$ cat config.mk
export PLATFORM = sky130hd
export DESIGN_NAME = freq_meas_seq
export DESIGN_NICKNAME = d
export VERILOG_FILES = /design/src/rtl/freq_meas_pkg.sv /design/src/rtl/meas_dncnt.sv /design/src/rtl/freq_meas_seq.sv
export SDC_FILE = /design/constraint.sdc
export NUM_CORES = 1
export LEC_CHECK = 0
export BUFFER_PORTS_ARGS = -buffer_cell sky130_fd_sc_hd__buf_4
export CAP_MARGIN = 20
export CORE_ASPECT_RATIO = 1.75
export CORE_MARGIN = 1.5
export CORE_UTILIZATION = 47
export DETAILED_ROUTE_END_ITERATION = 8
export PLACE_DENSITY = 0.79
export SETUP_SLACK_MARGIN = 0.3
export SLEW_MARGIN = 20
export SYNTH_ARGS = -nofsm -noshare
export SYNTH_HDL_FRONTEND = slang
export SYNTH_SLANG_ARGS = --single-unit
$ cat constraint.sdc
create_clock -name clk_100M -period 3 [get_ports clk_100M]
set_clock_uncertainty 0.2 [all_clocks]
set_input_delay 0.3 -clock clk_100M [delete_from_list [all_inputs] [get_ports clk_100M]]
set_output_delay 0.3 -clock clk_100M [all_outputs]
set_load 0.02 [all_outputs]
$ cat src/rtl/freq_meas_pkg.sv
// Shared types and constants for the measurement sequencer.
package freq_meas_pkg;

    localparam int unsigned DEF_CNT_W = 32;
    // Legacy fixed gate length in clk_100M cycles.
    localparam int unsigned GATE_1S   = 100_000_000;

    typedef enum logic [2:0] {
        StIdle,
        StArm,
        StOpen,
        StClose,
        StLatch,
        StHold
    } meas_state_t;

endpackage

$ cat src/rtl/meas_dncnt.sv
// Loadable down-counter; o_tc is high while the count sits at zero.
module meas_dncnt #(
    parameter int unsigned W = 32
) (
    input  logic         i_clk,
    input  logic         i_rst_n,
    input  logic         i_load,
    input  logic [W-1:0] i_load_val,
    input  logic         i_en,
    output logic         o_tc
);

    logic [W-1:0] r_cnt;
    logic         w_tc;

    assign w_tc = (r_cnt == '0);
    assign o_tc = w_tc;

    // Saturates at zero so a late enable never wraps into a huge count.
    always_ff @(posedge i_clk or negedge i_rst_n) begin
        if (!i_rst_n) begin
            r_cnt <= '0;
        end else if (i_load) begin
            r_cnt <= i_load_val;
        end else if (i_en && !w_tc) begin
            r_cnt <= r_cnt - W'(1);
        end
    end

endmodule

$ cat src/rtl/freq_meas_seq.sv
// Edge-aligned gate sequencer for the reciprocal frequency/duty counter datapath,
// with a no-signal timeout and a valid/ready result handshake.
module freq_meas_seq
    import freq_meas_pkg::*;
#(
    parameter int unsigned CNT_W = DEF_CNT_W
) (
    input  logic             clk_100M,
    input  logic             rst_n,
    input  logic             start,
    input  logic             abort,
    input  logic             cfg_continuous,
    input  logic [CNT_W-1:0] cfg_gate_cycles,
    input  logic [CNT_W-1:0] cfg_timeout,
    input  logic             squ_pose,
    output logic             meas_clr,
    output logic             meas_gate,
    output logic             meas_latch,
    output logic             res_valid,
    input  logic             res_ready,
    output logic             res_timeout,
    output logic             busy
);

    meas_state_t      r_state;
    meas_state_t      w_state_d;

    logic [CNT_W-1:0] r_cfg_gate;
    logic [CNT_W-1:0] r_cfg_timeout;

    logic             r_clr;
    logic             r_gate;
    logic             r_latch;
    logic             r_valid;
    logic             r_timeout;
    logic             r_busy;

    logic             w_clr_d;
    logic             w_timeout_d;
    logic             w_to_fire;
    logic             w_to_en;
    logic             w_capture;

    logic             w_gate_load;
    logic [CNT_W-1:0] w_gate_load_val;
    logic             w_gate_cnt_en;
    logic             w_gate_tc;

    logic             w_to_load;
    logic [CNT_W-1:0] w_to_load_val;
    logic             w_to_cnt_en;
    logic             w_to_tc;

    assign w_to_en = (r_cfg_timeout != '0);

    always_comb begin
        w_state_d = r_state;
        w_clr_d   = 1'b0;
        w_to_fire = 1'b0;
        unique case (r_state)
            StIdle: begin
                if (start || cfg_continuous) begin
                    w_state_d = StArm;
                    // In continuous mode the clear was already issued on acceptance.
                    w_clr_d   = !r_clr;
                end
            end
            StArm: begin
                if (squ_pose) begin
                    w_state_d = StOpen;
                end else if (w_to_en && w_to_tc) begin
                    w_state_d = StHold;
                    w_to_fire = 1'b1;
                end
            end
            StOpen: begin
                if (w_gate_tc) begin
                    w_state_d = StClose;
                end
            end
            StClose: begin
                if (squ_pose) begin
                    w_state_d = StLatch;
                end else if (w_to_en && w_to_tc) begin
                    w_state_d = StHold;
                    w_to_fire = 1'b1;
                end
            end
            StLatch: begin
                w_state_d = StHold;
            end
            StHold: begin
                if (res_ready) begin
                    w_state_d = StIdle;
                    w_clr_d   = cfg_continuous;
                end
            end
            default: begin
                w_state_d = StIdle;
            end
        endcase
        if (abort) begin
            w_state_d = StIdle;
            w_clr_d   = 1'b0;
            w_to_fire = 1'b0;
        end
    end

    // Timeout status is decided on HOLD entry and frozen while HOLD lasts.
    always_comb begin
        w_timeout_d = 1'b0;
        if (w_state_d == StHold) begin
            w_timeout_d = (r_state == StHold) ? r_timeout : w_to_fire;
        end
    end

    assign w_capture = (r_state == StIdle) && (w_state_d == StArm);

    assign w_gate_load     = (w_state_d == StOpen) && (r_state != StOpen);
    assign w_gate_load_val = (r_cfg_gate == '0) ? '0 : r_cfg_gate - CNT_W'(1);
    assign w_gate_cnt_en   = (r_state == StOpen);

    assign w_to_load     = ((w_state_d == StArm) && (r_state != StArm)) ||
                           ((w_state_d == StClose) && (r_state != StClose));
    assign w_to_load_val = (r_state == StIdle) ? cfg_timeout : r_cfg_timeout;
    assign w_to_cnt_en   = (r_state == StArm) || (r_state == StClose);

    meas_dncnt #(
        .W (CNT_W)
    ) u_gate_cnt (
        .i_clk      (clk_100M),
        .i_rst_n    (rst_n),
        .i_load     (w_gate_load),
        .i_load_val (w_gate_load_val),
        .i_en       (w_gate_cnt_en),
        .o_tc       (w_gate_tc)
    );

    meas_dncnt #(
        .W (CNT_W)
    ) u_to_cnt (
        .i_clk      (clk_100M),
        .i_rst_n    (rst_n),
        .i_load     (w_to_load),
        .i_load_val (w_to_load_val),
        .i_en       (w_to_cnt_en),
        .o_tc       (w_to_tc)
    );

    always_ff @(posedge clk_100M or negedge rst_n) begin
        if (!rst_n) begin
            r_cfg_gate    <= '0;
            r_cfg_timeout <= '0;
        end else if (w_capture) begin
            r_cfg_gate    <= cfg_gate_cycles;
            r_cfg_timeout <= cfg_timeout;
        end
    end

    always_ff @(posedge clk_100M or negedge rst_n) begin
        if (!rst_n) begin
            r_state   <= StIdle;
            r_clr     <= 1'b0;
            r_gate    <= 1'b0;
            r_latch   <= 1'b0;
            r_valid   <= 1'b0;
            r_timeout <= 1'b0;
            r_busy    <= 1'b0;
        end else begin
            r_state   <= w_state_d;
            r_clr     <= w_clr_d;
            r_gate    <= (w_state_d == StOpen) || (w_state_d == StClose);
            r_latch   <= (w_state_d == StLatch);
            r_valid   <= (w_state_d == StHold);
            r_timeout <= w_timeout_d;
            r_busy    <= (w_state_d != StIdle);
        end
    end

    assign meas_clr    = r_clr;
    assign meas_gate   = r_gate;
    assign meas_latch  = r_latch;
    assign res_valid   = r_valid;
    assign res_timeout = r_timeout;
    assign busy        = r_busy;

endmodule

; ---- Word level (Yosys, flattened, before mapping)
; Index checks and enable logic that the tools add are counted.
[classes]
n_addsub = 3
n_eq_ne = 14
mux = 24
reduce_logical = 23
[op_table]
columns = cell, count
row1 = $mux 32, 6
row2 = $logic_not 32->1, 3
row3 = $sub 32x1->32 const B, 3
row4 = $reduce_bool 32->1, 1
row5 = $mux 3, 7
row6 = $pmux 3 s6, 1
row7 = $eq 3x2->1 const B, 4
row8 = $eq 3x3->1 const B, 4
row9 = $mux 1, 9
row10 = $logic_and 1x1->1, 7
row11 = $eq 3x1->1 const B, 2
row12 = $ne 3x2->1 const B, 2
row13 = $logic_or 1x1->1, 4
row14 = $reduce_bool 2->1, 2
row15 = $logic_not 1->1, 3
row16 = $logic_not 3->1, 1
row17 = $ne 3x1->1 const B, 1
row18 = $reduce_bool 3->1, 1
row19 = $ne 2x2->1 const B, 1
row20 = $pmux 1 s2, 1
row21 = $reduce_or 2->1, 1
[totals]
regBits = 137
out_inout_bits = 6
elab_cells = 75

; ---- Depth between registers and ports, before layout
[depth]
ltp_word = 10
mapped_depth = 11
depth_no_buf = 8

; ---- Modules after synthesis
; From an unflattened synthesis, not the netlist that was laid out.
[unflattened]
hier_cells = 836
hier_area_um2 = 8186.6
[modules_own_cells]
columns = mod, instances, cells_each, area_per_inst_um2, seq_area_each_um2
row1 = meas_dncnt, 2, 243, 2080.7, 800.8
row2 = freq_meas_seq, 1, 350, 4025.1, 1826.8

; ---- Least setup slack after synthesis
; Ideal clock, no wire load.
[synth_path]
path_kind = reg2reg
from = register r_cfg_gate[19]
to = register u_gate_cnt.r_cnt[27]
setup_ps = 144
t_arrival_ps = 2546
required_time_ps = 2656
path_slack_ps = 110
path_stages_with_launch = 8
path_buffers = 1
path_cell_list = dfrtp_1 -> or4_4 -> or4_4 -> or3_1 -> buf_2 -> or4_1 -> xor2_1 -> o211ai_2
[synth_via]
elab_chain_cells = 3
elab_cells_between_ends = 4
classes_between = add/sub (1) / mux (2) / reduce/logical (1)
[synth_rtl]
columns = element, line
row1 = "start, declared", freq_meas_seq.sv:28  ; logic [CNT_W-1:0] r_cfg_gate;
row2 = "start signal, assigned", freq_meas_seq.sv:155  ; r_cfg_gate <= cfg_gate_cycles;
row3 = $sub 32x1->32 or $logic_not 32->1 (tied branches), freq_meas_seq.sv:120  ; assign w_gate_load_val = (r_cfg_gate == '0) ? '0 : r_cfg_gate - CNT_W'(1);
row4 = $mux 32 *, freq_meas_seq.sv:120
row5 = $mux 32 *, meas_dncnt.sv:23  ; end else if (i_load) begin
row6 = "end signal, assigned", meas_dncnt.sv:24  ; r_cnt <= i_load_val;
row7 = "end signal, assigned", meas_dncnt.sv:26  ; r_cnt <= r_cnt - W'(1);
row8 = "end, declared", meas_dncnt.sv:13  ; logic [W-1:0] r_cnt;
; Mark *: on every way between the ends. The rest lies on a longest branch, timed or not.
; A chain may end at the register's enable or synchronous reset.

; ---- Worst setup path in the final report
[layout_path]
from = register r_cfg_gate[14]
to = register u_gate_cnt.r_cnt[27]
; Same word-level chain as after synthesis.

==> metrics <==
status complete, no violations; TritonRoute pass-1 iters 6; Post-route DRC 0; Initial Utilization 48.0%; Ports 77; Final min period 2750 ps; GRT overflow 0; largest net degree at the start of global routing 71; share of cells above drive strength 1 33.5%; Slew HR 54.3%; Syn Inst Count 757; Warnings, synthesis 0; Hold Fails Final Rpt 0; Critical R2R Capture u_gate_cnt.r_cnt[27]; Num CTS Buffers 17; r2r setup slk 250 ps; crit share post-route 91.8%; Hold Path End meas_clr; first-pass GRT wire length 35.0 mm; unrepaired setup endpoints after global routing yes; setup TNS 0 ps; Final Total Pwr 8.01 mW; final core utilization 65.3%; Req. time, crit path 3140 ps; CTS tree yes; Worst-Skew Late Latency 430 ps; critical hold path startpoint start; Mapped Area 7660 um^2; worst reg2reg startpoint r_cfg_gate[14]; register area share after synthesis 44.8%; most common cell after layout, fill and taps aside dfrtp_1; post-detail-place hpwl 15.0 mm; vias in the first global route 7,302; Max IR drop VDD 0.000361 V; antenna violations before repair 0; commonest non-fill, non-tap cells in the layout dfrtp_1 (133), buf_4 (127), mux2_2 (85); MaxCap Viol Count 0; Hold WC Path Type in2reg; share of flip-flops with an asynchronous set or reset 100%; power per cell area 769 nW/um^2; CP endpoint kind register; Die ar. 17,100 um^2; Antenna diodes 0; CTS clk-pin slew, worst paths 60 ps; syn avg cell area 10.1 um^2; Worst-Margin Slew 686 ps; fmax 363 MHz; CP Max Fanout 3; drt via density 6.39; Area Growth Syn to Fin 36.1%; #FFs+latches synth 137; Core Area 16,000 um^2; DR vias 7,293; hold path depth 3; R2R cell count 6; Total GRT Usage 26.2%; Crit Path Class reg2reg; Die Y-Extent 172 um; Main synth FF type dfrtp_1; drt wl/cell 20.2 um; IO buf count 76; syn nets 832; Post-synth EDFFs 0; CTS sink count 137; Critical Path Start Type register; Clock Tree Buf Depth 2; Die X 99.5 um; DRT iter0 DRCs 534; routed wire length 23.1 mm; Final Max Tran Viols 0; Crit path arrival time 2900 ps; Leak 4.27 nW; H-tree depth 4; endpoints failing setup 0; Synth cell types 56; RD Place Congestion 0.937; Root Buffer clkbuf_16; Final #Nets 1,016; num rows 61; final antenna-violating net count 0
## through the flow
stage	instance area [um^2]	hold slack (ps)	worst slack (ps)	cells
after CTS	10100	34.1	214	1129
after floorplan	7670	-196	110	757
after global placement	8680	150	91.6	1025
after detailed placement	8680	156	38.5	1025
after global routing	10400	97.5	178	1142
final	10400	35.1	246	1142
## state kept, by name, summed over array words and instances, names as in the netlist
register and count:
meas_latch 1, busy 1, meas_clr 1, u_to_cnt.r_cnt 32, meas_gate 1, r_cfg_gate 32
u_gate_cnt.r_cnt 32, res_valid 1, r_cfg_timeout 32, r_state 3, res_timeout 1
## repair_timing
action                                  in CTS  in global routing
buffers inserted                             7                 10
pin swaps                                    5                 14
hold endpoints to repair                   135                  0
endpoints found under the setup margin      53                 57
cloned                                       0                  3
resized for setup                           28                 48
hold buffers                                66                  0
## synthesized netlist by cell type (5+ instances only)
cell,instances,area share (%)
nand3_1,18,1.2
o22ai_1,10,0.82
clkbuf_1,34,1.7
nor4_1,41,3.3
nor3b_1,5,0.49
a21oi_1,24,1.6
dfrtp_1,137,45
mux2i_1,21,2.7
a31oi_1,6,0.49
inv_1,10,0.49
or3_1,19,1.6
nand2b_1,9,0.74
a221o_1,7,0.92
nand2_1,43,2.1
xnor2_1,26,3.0
o311ai_0,6,0.69
mux2_2,85,13
nand4_1,11,0.90
a21o_1,9,0.88
nor2_1,56,2.7
xor2_1,16,1.8
o211ai_1,10,0.98
nor3_1,38,2.5
nor2b_1,5,0.41
o21ai_0,23,1.5
or4_1,19,1.9
## kinds of logic (layout without fill, tap and decap cells)
group / Yosys count / count (layout) / synth area share, %
buffers and inverters: 49 / 244 / 2.47
DFF: 137 / 137 / 44.8
AOI/OAI and AO/OA: 131 / 132 / 11.8
and+or+nand+nor: 288 / 288 / 20.3
xor gates and xnor gates: 42 / 42 / 4.80
muxes: 106 / 106 / 15.2
adders and majority gates: 4 / 4 / 0.654
## cell type report
cell class / instances / area (um^2)
fill: 1136 / 5530
multi-input combinational: 572 / 4360
sequential: 137 / 3430
timing repair buffer: 203 / 1750
clock buffer: 21 / 480
tap: 189 / 236
clock inverter: 10 / 119
inverter: 10 / 37.5
## routing by layer
layer | global-route usage, % | part of all wire [%] | up-vias
li1 | - | - | 3233
met1 | 26.3 | 34 | 3542
met2 | 48.2 | 54 | 379
met3 | 4.49 | 5.6 | 139
met4 | 18.7 | 6.8 | 0
met5 | 0 | 0 | -
## worst max path at each step
stage / from / end / slack [ps] / cells past startpoint
after CTS: r_cfg_gate[16] / u_gate_cnt.r_cnt[27] / 210 / 6
after global placement: r_cfg_gate[19] / u_gate_cnt.r_cnt[27] / 90 / 6
after floorplan: r_cfg_gate[19] / u_gate_cnt.r_cnt[27] / 110 / 7
final: r_cfg_gate[14] / u_gate_cnt.r_cnt[27] / 250 / 6
after global routing: u_gate_cnt.r_cnt[14] / u_gate_cnt.r_cnt[30] / 180 / 6
after detailed placement: r_cfg_gate[19] / u_gate_cnt.r_cnt[27] / 40 / 6
## power by group
part / internal [mW] / switching, mW / leakage (nW)
registers: 2.51 / 0.886 / 1.64
clock network: 1.31 / 0.823 / 0.287
logic: 1.31 / 1.18 / 2.34
## critical path, stage by stage (launching register included)
cell and delay (ps):
dfrtp_1 400, or3_1 440, or4_4 520, or3_4 370
or4_4 440, xor2_2 160, o211ai_2 140
Power figures use the tool's default switching activity.
